--- config.mk ---
export PLATFORM = sky130hd
export DESIGN_NAME = id_ex_pipe_reg
export DESIGN_NICKNAME = d
export VERILOG_FILES = /design/src/rtl/id_ex_pipe_reg.sv
export SDC_FILE = /design/constraint.sdc
export NUM_CORES = 1
export LEC_CHECK = 0
export CELL_PAD_IN_SITES_DETAIL_PLACEMENT = 0
export CELL_PAD_IN_SITES_GLOBAL_PLACEMENT = 2
export CORE_ASPECT_RATIO = 1.4
export CORE_UTILIZATION = 26
export CTS_CLUSTER_DIAMETER = 30
export DETAILED_ROUTE_END_ITERATION = 10
export PLACE_DENSITY_LB_ADDON = 0.1
export SLEW_MARGIN = 20
export SYNTH_ARGS = -nofsm -noshare
export SYNTH_HDL_FRONTEND = slang
export SYNTH_SLANG_ARGS = --single-unit
--- constraint.sdc ---
create_clock -name i_clk -period 1.7 [get_ports i_clk]
set_input_delay 0.34 -clock i_clk [delete_from_list [all_inputs] [get_ports i_clk]]
set_output_delay 0.34 -clock i_clk [all_outputs]
set_load 0.05 [all_outputs]
--- src/rtl/id_ex_pipe_reg.sv ---
// id_ex_pipe_reg: ID->EX pipeline register with stall/flush and an optional FENCE drain window.
// Define FENCE_DRAIN_EN to build the drain FSM; otherwise a FENCE passes through like any instruction.
module id_ex_pipe_reg #(
    parameter int DATA_WIDTH   = 32,
    parameter int DRAIN_CYCLES = 4
) (
    input  logic                  i_clk,
    input  logic                  i_rst_n,
    input  logic                  i_stall_EX,
    input  logic                  i_flush_EX,
    input  logic                  i_valid_ID,
    input  logic [15:0]           i_ctrl_ID,
    input  logic [DATA_WIDTH-1:0] i_rd1_ID,
    input  logic [DATA_WIDTH-1:0] i_rd2_ID,
    input  logic [DATA_WIDTH-1:0] i_pc_ID,
    input  logic [DATA_WIDTH-1:0] i_imm_ext_ID,
    input  logic [DATA_WIDTH-1:0] i_pc_plus4_ID,
    input  logic [14:0]           i_reg_addr_ID,
    output logic                  o_valid_EX,
    output logic [15:0]           o_ctrl_EX,
    output logic [DATA_WIDTH-1:0] o_rd1_EX,
    output logic [DATA_WIDTH-1:0] o_rd2_EX,
    output logic [DATA_WIDTH-1:0] o_pc_EX,
    output logic [DATA_WIDTH-1:0] o_imm_ext_EX,
    output logic [DATA_WIDTH-1:0] o_pc_plus4_EX,
    output logic [14:0]           o_reg_addr_EX,
    output logic                  o_fence_busy
);
    logic                  valid_q, valid_d;
    logic [15:0]           ctrl_q, ctrl_d;
    logic [DATA_WIDTH-1:0] rd1_q, rd1_d, rd2_q, rd2_d, pc_q, pc_d;
    logic [DATA_WIDTH-1:0] imm_q, imm_d, pc4_q, pc4_d;
    logic [14:0]           ra_q, ra_d;
    logic                  drain_active, bubble, hold;

`ifdef FENCE_DRAIN_EN
    typedef enum logic {IDLE, DRAIN} state_e;
    state_e     state_q;
    logic [3:0] cnt_q;

    assign drain_active = (state_q == DRAIN);
    assign o_fence_busy = drain_active;

    always_ff @(posedge i_clk or negedge i_rst_n) begin
        if (!i_rst_n) begin
            state_q <= IDLE;
            cnt_q   <= 4'd0;
        end else if (i_flush_EX) begin
            state_q <= IDLE;
            cnt_q   <= 4'd0;
        end else if (state_q == DRAIN) begin
            cnt_q <= cnt_q - 4'd1;
            if (cnt_q == 4'd1) state_q <= IDLE;
        end else if (!i_stall_EX && i_valid_ID && i_ctrl_ID[4]) begin
            state_q <= DRAIN;
            cnt_q   <= 4'(DRAIN_CYCLES);
        end
    end
`else
    assign drain_active = 1'b0;
    assign o_fence_busy = 1'b0;
`endif

    // Priority: flush > drain bubble > stall > capture.
    always_comb begin
        bubble  = i_flush_EX | drain_active;
        hold    = i_stall_EX & ~bubble;
        valid_d = bubble ? 1'b0 : hold ? valid_q : i_valid_ID;
        ctrl_d  = bubble ? 16'd0 : hold ? ctrl_q : (i_valid_ID ? i_ctrl_ID : 16'd0);
        rd1_d   = bubble ? '0 : hold ? rd1_q : i_rd1_ID;
        rd2_d   = bubble ? '0 : hold ? rd2_q : i_rd2_ID;
        pc_d    = bubble ? '0 : hold ? pc_q  : i_pc_ID;
        imm_d   = bubble ? '0 : hold ? imm_q : i_imm_ext_ID;
        pc4_d   = bubble ? '0 : hold ? pc4_q : i_pc_plus4_ID;
        ra_d    = bubble ? 15'd0 : hold ? ra_q : i_reg_addr_ID;
    end

    always_ff @(posedge i_clk or negedge i_rst_n) begin
        if (!i_rst_n) begin
            valid_q <= 1'b0;
            ctrl_q  <= 16'd0;
            rd1_q   <= '0;
            rd2_q   <= '0;
            pc_q    <= '0;
            imm_q   <= '0;
            pc4_q   <= '0;
            ra_q    <= 15'd0;
        end else begin
            valid_q <= valid_d;
            ctrl_q  <= ctrl_d;
            rd1_q   <= rd1_d;
            rd2_q   <= rd2_d;
            pc_q    <= pc_d;
            imm_q   <= imm_d;
            pc4_q   <= pc4_d;
            ra_q    <= ra_d;
        end
    end

    assign o_valid_EX    = valid_q;
    assign o_ctrl_EX     = ctrl_q;
    assign o_rd1_EX      = rd1_q;
    assign o_rd2_EX      = rd2_q;
    assign o_pc_EX       = pc_q;
    assign o_imm_ext_EX  = imm_q;
    assign o_pc_plus4_EX = pc4_q;
    assign o_reg_addr_EX = ra_q;
endmodule

=== After elaboration in Yosys (flattened, before gate mapping) ===
Index checks and enable logic that the tools add are counted.

* Bits in registers: 192

* Equality and inequality tests: 1
* Multiplexer cells: 17
* Bitwise operators: 2

{| class="wikitable"
|+ Operators by type and width
! kind !! number
|-
| two-way mux 32 bit || 10
|-
| two-way mux 16 bit || 3
|-
| two-way mux 15 bit || 2
|-
| two-way mux 1 bit || 2
|-
| != test 2 bit (second input constant) || 1
|-
| AND 1 bit || 1
|-
| NOT 1 bit || 1
|}

=== Longest topological paths before layout ===
Gate-level depths: netlist (run 1).

* Depth in word-level cells: 4
* Mapped depth: 5

=== Least setup slack after synthesis (run 1) ===
Ideal clock, no wire load.

* Kind: input -> register
* Start: in i_flush_EX
* End: reg ctrl_q[10] (netlist: o_ctrl_EX[10])
* Arrival time: 1,011 ps
* Required time: 1,578 ps
* Path slack: 568 ps
* Stages: 5
* Cells stage by stage: buf_4 -> nor2b_1 -> buf_4 -> buf_6 -> a32o_1

* Longest elaborated chain between the ends: 3
* Elaborated cells on any way between the ends: 4
* Those cells by class: eq/ne: 1; mux: 1; bitwise: 2

{| class="wikitable"
|+ Ends and longest elaborated chain
! what !! RTL line !! text
|-
| start, declared || 10 || <nowiki>input logic i_flush_EX,</nowiki>
|-
| NOT 1 bit || 67 || <nowiki>hold = i_stall_EX & ~bubble;</nowiki>
|-
| AND 1 bit || 67 ||
|-
| != test 2 bit (no source line) || n/a ||
|-
| end signal, assigned || 90 || <nowiki>ctrl_q <= ctrl_d;</nowiki>
|-
| end, declared || 30 || <nowiki>logic [15:0] ctrl_q, ctrl_d;</nowiki>
|}

Several ways; a longest one is shown, not always the timed one.
A chain may end at the register's enable or synchronous reset.

=== Worst setup path after layout (run 1) ===
* Start: reg imm_q[23] (netlist: o_imm_ext_EX[23])
* End: out o_imm_ext_EX[23]

{| class="wikitable"
|+ RTL lines
! what !! RTL line !! text
|-
| start, declared || 32 || <nowiki>logic [DATA_WIDTH-1:0] imm_q, imm_d, pc4_q, pc4_d;</nowiki>
|-
| start signal, assigned || 94 || <nowiki>imm_q <= imm_d;</nowiki>
|-
| end, declared || 24 || <nowiki>output logic [DATA_WIDTH-1:0] o_imm_ext_EX,</nowiki>
|}

No word-level cell between the ends.

==> flow_summary_export.csv, run 1 <==
group,metric,value,unit
route,met2RoutedLength,12400,µm
sta,max-slew-margin-rel,63.9,%
route,drtIter0Drc,205,
sta,tns,0,ns
power,p_sw_share,31.2,%
die,coreArea,0.0294,mm²
sta,finalMaxSlewViolations,0,
route,detail-route-antenna-nets,0,
route,dr_wl_met3,2000,µm
hold_path,hp-class,"input port to register",
run,cap_violations,0,
global_routing,track_usage,16.2,%
route,wire_per_inst,18.1,µm
worst_setup_path,cp_num_buf_inv,1,
clocking,clock-sinks,192,
synthesis,yosysSeqAreaShare,61.3,%
die,start_util,26.6,%
die,rows,74,
die,chipWidth,149,µm
synthesis,syn_nets,806,
worst_setup_path,worstRegToRegCells,2,
worst_setup_path,cp_max_fo,2,
synthesis,ys_warn_count,0,
worst_setup_path,critPathArrivalTime,1.05,ns
worst_setup_path,path_depth,1,
worst_setup_path,path_class,"register to output pin",
synthesis,yosys.cell_types.count,14,
route,top_layer,"met4",
sta,worstMarginPinSlew,0.542,ns
sta,hold_viol_final,0,
sta,hold_ws,0.254,ns
clocking,root_buffer,"clkbuf_16",
synthesis,synth_area_per_cell,12.9,µm²
synthesis,synth_area,0.00784,mm²
die,io_pins,389,
clocking,worstSkewPairLatency,0.43,ns
placed_design,dpl.hpwl,18100,µm
power,p_switching,3.53,mW
sta,fin_crit,1.39,ns
outcome,status,"finished clean",
worst_setup_path,worstPathRequired,1.36,ns
synthesis,syn_inst,610,
hold_path,hold_depth,2,
global_routing,grt_max_degree,57,
power,peakVddDrop,0.000650,V
sta,fin_skew,0,ns
global_routing,grt_pass1_wl,37600,µm
sta,fin_crit_sh,81.5,%
route,drc,0,
die,die_area,0.0309,mm²
clocking,numCtsBuffers,17,
worst_setup_path,cpPeakStageDelay,0.41,ns
global_routing,grt_pass1_vias,6196,
power,p_clk_share,33.2,%
route,drt_first_pass_iters,4,
clocking,cts-htree-levels,4,
sta,rsz0062_at_grt,"false",
clocking,cts_buffer_depth,2,
route,vias,5947,
layout,drive_above_1_share,24.4,%
placed_design,gp_congestion,0.706,
worst_setup_path,start_kind,"register",
worst_setup_path,critPathTopFamily,"flip-flops",
sta,max_freq,0.722,GHz
synthesis,ys_seq_elements,192,
route,met1_length,10200,µm
layout,areaGrowthSynthToFinish,55.1,%
worst_setup_path,path_cells,"buf_4",
clocking,path_clk_slew,0.07,ns
worst_setup_path,slowest_stage,"dfrtp_1",
worst_setup_path,cp-end-kind,"output pin",
die,die_h,207,µm
route,vias_per_cell,4.29,
sta,setup_viol,0,
power,p_leak,6.17,nW
clocking,cts_tree,"yes",
layout,nNetsFinal,1187,
clocking,cts_setup_buffers,0,
placed_design,io_buffers,387,
power,internal_power,7.78,mW
route,routed_wl,25000,µm
global_routing,antenna_found_initial,1,
power,power.density,930,mW/mm²
power,pwr-share-comb,23.0,%
global_routing,grt_overflow,0,
power,sequentialPowerShare,43.7,%
-- timing repair --
action,CTS,global route
endpoints found under the hold margin,34,0
gates resized for setup,0,0
hold buffers,1,0
-- layout by cell type, fill, tap and decap left out --
| master | netlist | routed |
|---|---|---|
| buf_12 | 1 | 14 |
| clkinv_4 | 0 | 2 |
| a32o_1 | 16 | 16 |
| nor2_1 | 176 | 176 |
| clkinv_2 | 0 | 3 |
| clkdlybuf4s50_1 | 0 | 192 |
| buf_4 | 6 | 198 |
| buf_6 | 4 | 1 |
| mux2i_1 | 176 | 176 |
| clkbuf_16 | 0 | 17 |
| clkbuf_8 | 0 | 2 |
| dlygate4sd3_1 | 0 | 1 |
| diode_2 | 0 | 1 |
| dfrtp_1 | 192 | 192 |
| nor2b_1 | 1 | 1 |
| nor2b_4 | 1 | 1 |
| conb_1 | 1 | 1 |
| inv_6 | 0 | 4 |
| clkbuf_1 | 6 | 3 |
| inv_1 | 1 | 1 |
| clkinvlp_4 | 0 | 2 |
| buf_8 | 15 | 1 |
-- logic make-up (layout without fill, tap and decap cells) --
logic type / count (synthesis) / in the layout / share of synthesized area [%]
AO/OA/AOI/OAI: 16 / 16 / 2.04
buffers and inverters: 47 / 441 / 5.50
flip-flops: 192 / 192 / 61.3
multiplexers: 176 / 176 / 22.5
other: 1 / 2 / 0.0478
AND/OR/NAND/NOR: 178 / 178 / 8.68
-- cells in the mapped netlist --
| master | instances | area [µm²] |
|---|---|---|
| dfrtp_1 | 192 | 4800 |
| clkbuf_1 | 6 | 22.5 |
| buf_2 | 14 | 70.1 |
| buf_8 | 15 | 225 |
| mux2i_1 | 176 | 1760 |
| buf_6 | 4 | 45.0 |
| buf_12 | 1 | 20.0 |
| nor2_1 | 176 | 661 |
| inv_1 | 1 | 3.75 |
| conb_1 | 1 | 3.75 |
| nor2b_4 | 1 | 13.8 |
| nor2b_1 | 1 | 6.26 |
| buf_4 | 6 | 45.0 |
| a32o_1 | 16 | 160 |
-- state kept, by name, summed over array words and instances, names as in the netlist --
name and cells:
o_imm_ext_EX 32, o_pc_EX 32, o_pc_plus4_EX 32, o_rd1_EX 32, o_rd2_EX 32, o_ctrl_EX 16
o_reg_addr_EX 15, o_valid_EX 1
-- layer usage --
metal,vias to the layer above,track usage [%]
met5,-,0
met4,0,5.21
met3,18,5.54
met2,253,27.5
met1,2875,19.1
li1,2801,-
-- power by group through the flow --
| stage | combinational, mW | clock, mW | sequential [mW] |
|---|---|---|---|
| floorplan | 0.604 | 0 | 5.92 |
| global placement | 2.64 | 0 | 5.03 |
| detailed placement | 2.64 | 0 | 5.04 |
| CTS | 2.65 | 3.95 | 4.95 |
| global route | 2.76 | 4.11 | 4.98 |
| finish | 2.61 | 3.76 | 4.95 |
-- final cells by class --
cell class | count | area [µm²]
clock buffer | 21 | 450
timing repair buffer | 408 | 3740
fill | 2951 | 17300
tap | 380 | 475
multi-input combinational | 371 | 2610
sequential | 192 | 4800
antenna | 1 | 2.50
inverter | 1 | 3.75
clock inverter | 11 | 82.6
-- metrics by stage --
| step | cells | utilization [%] | setup slack (ns) | total power, mW | area [µm²] |
|---|---|---|---|---|---|
| 2_1_floorplan | 610 | - | 0.568 | 6.52 | 7840 |
| 6_report | 1385 | 41.3 | 0.315 | 11.3 | 12200 |
| 3_3_place_gp | 1351 | 39.5 | 0.203 | 7.68 | 11600 |
| 5_1_grt | 1385 | 41.3 | 0.263 | 11.8 | 12200 |
| 4_1_cts | 1384 | 41.3 | 0.270 | 11.5 | 12200 |
| 3_5_place_dp | 1351 | 39.5 | 0.198 | 7.68 | 11600 |
-- path summary, 6_finish.rpt --
check,slack [ns],to,startpoint
worst max register to register,0.98,o_imm_ext_EX[23],o_imm_ext_EX[23]
worst max-delay path,0.31,o_imm_ext_EX[23],o_imm_ext_EX[23]
worst min register to register,0.49,o_ctrl_EX[8],o_ctrl_EX[8]
worst min-delay path,0.25,o_rd2_EX[30],i_flush_EX
max in group asynchronous,0.73,o_reg_addr_EX[8],i_rst_n
min in group asynchronous,0.41,o_imm_ext_EX[14],i_rst_n
(Power assumes the default switching activity.)
==> run 2, diff against run 1 <==
--- a/config.mk
+++ b/config.mk
@@ -8,7 +8,7 @@
 export CELL_PAD_IN_SITES_DETAIL_PLACEMENT = 0
 export CELL_PAD_IN_SITES_GLOBAL_PLACEMENT = 2
 export CORE_ASPECT_RATIO = 1.4
-export CORE_UTILIZATION = 26
+export CORE_UTILIZATION = 22
 export CTS_CLUSTER_DIAMETER = 30
 export DETAILED_ROUTE_END_ITERATION = 10
 export PLACE_DENSITY_LB_ADDON = 0.1
==> constraint.sdc (replaced) <==
create_clock -name i_clk -period 1.1 [get_ports i_clk]
set_input_delay 0.22 -clock i_clk [delete_from_list [all_inputs] [get_ports i_clk]]
set_output_delay 0.22 -clock i_clk [all_outputs]
set_load 0.05 [all_outputs]
==> run 2 against run 1 <==
Against the previous run: the run now ends with negative setup slack left; clock power grew 83%; combinational power grew 98%; cell count grew 8.4%; global-route usage shrank 0.92 points; sequential cell count is the same; cell area grew 25%; register-to-register slack lost 0.86 ns; sequential share of layout area shrank 7.8 points; total power grew 76%; via count grew 2.8%.
==> flow_summary_export.csv, run 2 (synthesized netlist as in run 1, its figures left out) <==
group,metric,value,unit
outcome,status,"finished, violations left",
outcome,violations,"negative setup slack",
placed_design,dp_worst_setup_slack,-0.259,ns
clocking,numCtsBuffers,17,
sta,final.setup.worst_slack,-0.166,ns
worst_setup_path,start_kind,"register",
route,drc,0,
layout,layout_commonest_cell,"buf_12",
power,power.density,1310,mW/mm²
power,peakVddDrop,0.000955,V
route,wire_per_inst,18.2,µm
sta,setup_viol,192,
sta,worstMarginPinSlew,0.581,ns
clocking,path_clk_slew,0.08,ns
sta,hold_ws,0.158,ns
die,die_h,225,µm
clocking,root_buffer,"clkbuf_16",
route,drtIter0Drc,198,
sta,finalMaxSlewViolations,0,
worst_setup_path,path_class,"register to output pin",
route,detail-route-antenna-nets,0,
placed_design,place_inst,1437,
global_routing,grt_max_degree,38,
sta,rsz0062_at_grt,"true",
die,coreArea,0.0351,mm²
global_routing,grt_pass1_wl,40800,µm
sta,max-slew-margin-rel,61.2,%
sta,fin_crit_sh,115,%
worst_setup_path,critPathTopFamily,"flip-flops",
worst_setup_path,cp_max_fo,2,
worst_setup_path,critPathArrivalTime,1.05,ns
run,cap_violations,0,
placed_design,postPlaceCellArea,0.0143,mm²
route,vias,6111,
placed_design,io_buffers,387,
hold_path,hp-class,"input port to register",
placed_design,dpl.hpwl,20300,µm
layout,most-common-layout-cells,"214 x buf_12, 192 x clkdlybuf4s50_1, 191 x dfrtp_1, 176 x mux2i_1, 176 x nor2_1",
clocking,clock-sinks,192,
route,drt_first_pass_iters,4,
global_routing,track_usage,15.3,%
global_routing,grt_overflow,0,
clocking,cts_buffer_depth,2,
layout,layout.cells.non_filler,1501,
power,total_power,19.9,mW
layout,fill_cells,3313,
sta,max_freq,0.790,GHz
route,routed_wl,27300,µm
layout,nNetsFinal,1227,
die,rows,81,
clocking,worstSkewPairLatency,0.44,ns
layout,drive_above_1_share,27.4,%
die,start_util,22.4,%
worst_setup_path,cp-end-kind,"output pin",
die,io_pins,389,
die,die_area,0.0364,mm²
placed_design,gp_congestion,0.693,
global_routing,antenna_found_initial,2,
sta,fin_crit,1.27,ns
route,vias_per_cell,4.07,
global_routing,grt_pass1_vias,6412,
layout,areaGrowthSynthToFinish,93.4,%
worst_setup_path,cpPeakStageDelay,0.44,ns
worst_setup_path,cp_num_buf_inv,1,
sta,fin_skew,0,ns
layout,seqCellArea,0.00481,mm²
worst_setup_path,slowest_stage,"dfrtp_2",
clocking,cts-htree-levels,4,
clocking,cts_tree,"yes",
sta,hold_viol_final,0,
worst_setup_path,worstPathRequired,0.88,ns
worst_setup_path,path_cells,"buf_12",
die,chipWidth,162,µm
power,p_leak,7.10,nW
layout,stdcell_area,0.0152,mm²
layout,multi_input_area,0.00261,mm²
## run 2: cell types whose count changed in the layout (fill, tap and decap cells not counted), sizes merged
cell         change
bufinv           +4
buf             +39
clkinvlp         -2
inv              -1
clkinv           -1
dlygate4sd3      +1
## run 2: stage by stage
stage          utilization, %  TNS [ns]
6_report                 43.3    -25.98
4_1_cts                  42.9    -33.98
3_3_place_gp             40.8     -4.99
3_5_place_dp             40.8     -6.06
5_1_grt                  43.3    -34.66
2_1_floorplan               -         0
## run 2: worst paths after layout
check / from / endpoint / slack (ns) / cells past startpoint
min in group asynchronous: i_rst_n / o_pc_EX[29] / 0.22 / 2
max reg2reg: o_ctrl_EX[10] / o_ctrl_EX[10] / 0.12 / 3
max in group asynchronous: i_rst_n / o_ctrl_EX[9] / 0.34 / 3
min reg2reg: o_ctrl_EX[13] / o_ctrl_EX[13] / 0.55 / 1
min: i_flush_EX / o_valid_EX / 0.16 / 3
max: o_pc_EX[0] / o_pc_EX[0] / -0.17 / 1
## run 2: layout make-up
class	count	share of cell area, %
sequential	192	31.7
clock inverter	11	1.16
antenna	1	0.0165
clock buffer	21	3.04
timing repair buffer	448	43.1
multi-input combinational	371	17.2
tap	456	3.76
inverter	1	0.0247
## run 2: metal layers
metal	wire length, µm	vias to the layer above	part of all wire (%)	GRT usage, %
met4	641	2	2.3	6.42
met3	2230	28	8.2	5.24
met1	10500	2958	38	17.1
met2	14000	238	51	26.4
li1	-	2885	-	-
met5	13	-	0.048	0
## run 2: tightest hold or removal path, stage by stage
cell    delay, ns
buf_6        0.12
buf_12       0.17
nor2_1       0.06
## run 2: repair_timing
action | CTS | global route
setup buffers | 11 | 18
resized for setup | 0 | 1
hold buffers | 2 | 0
endpoints found under the hold margin | 196 | 0
endpoints found under the setup margin | 192 | 192
## run 2: power by group
part | leakage [nW] | total (mW) | switching, mW | internal (mW)
registers | 2.55 | 7.86 | 0.417 | 7.44
logic | 4.23 | 5.18 | 2.48 | 2.70
clock network | 0.314 | 6.88 | 2.91 | 3.96
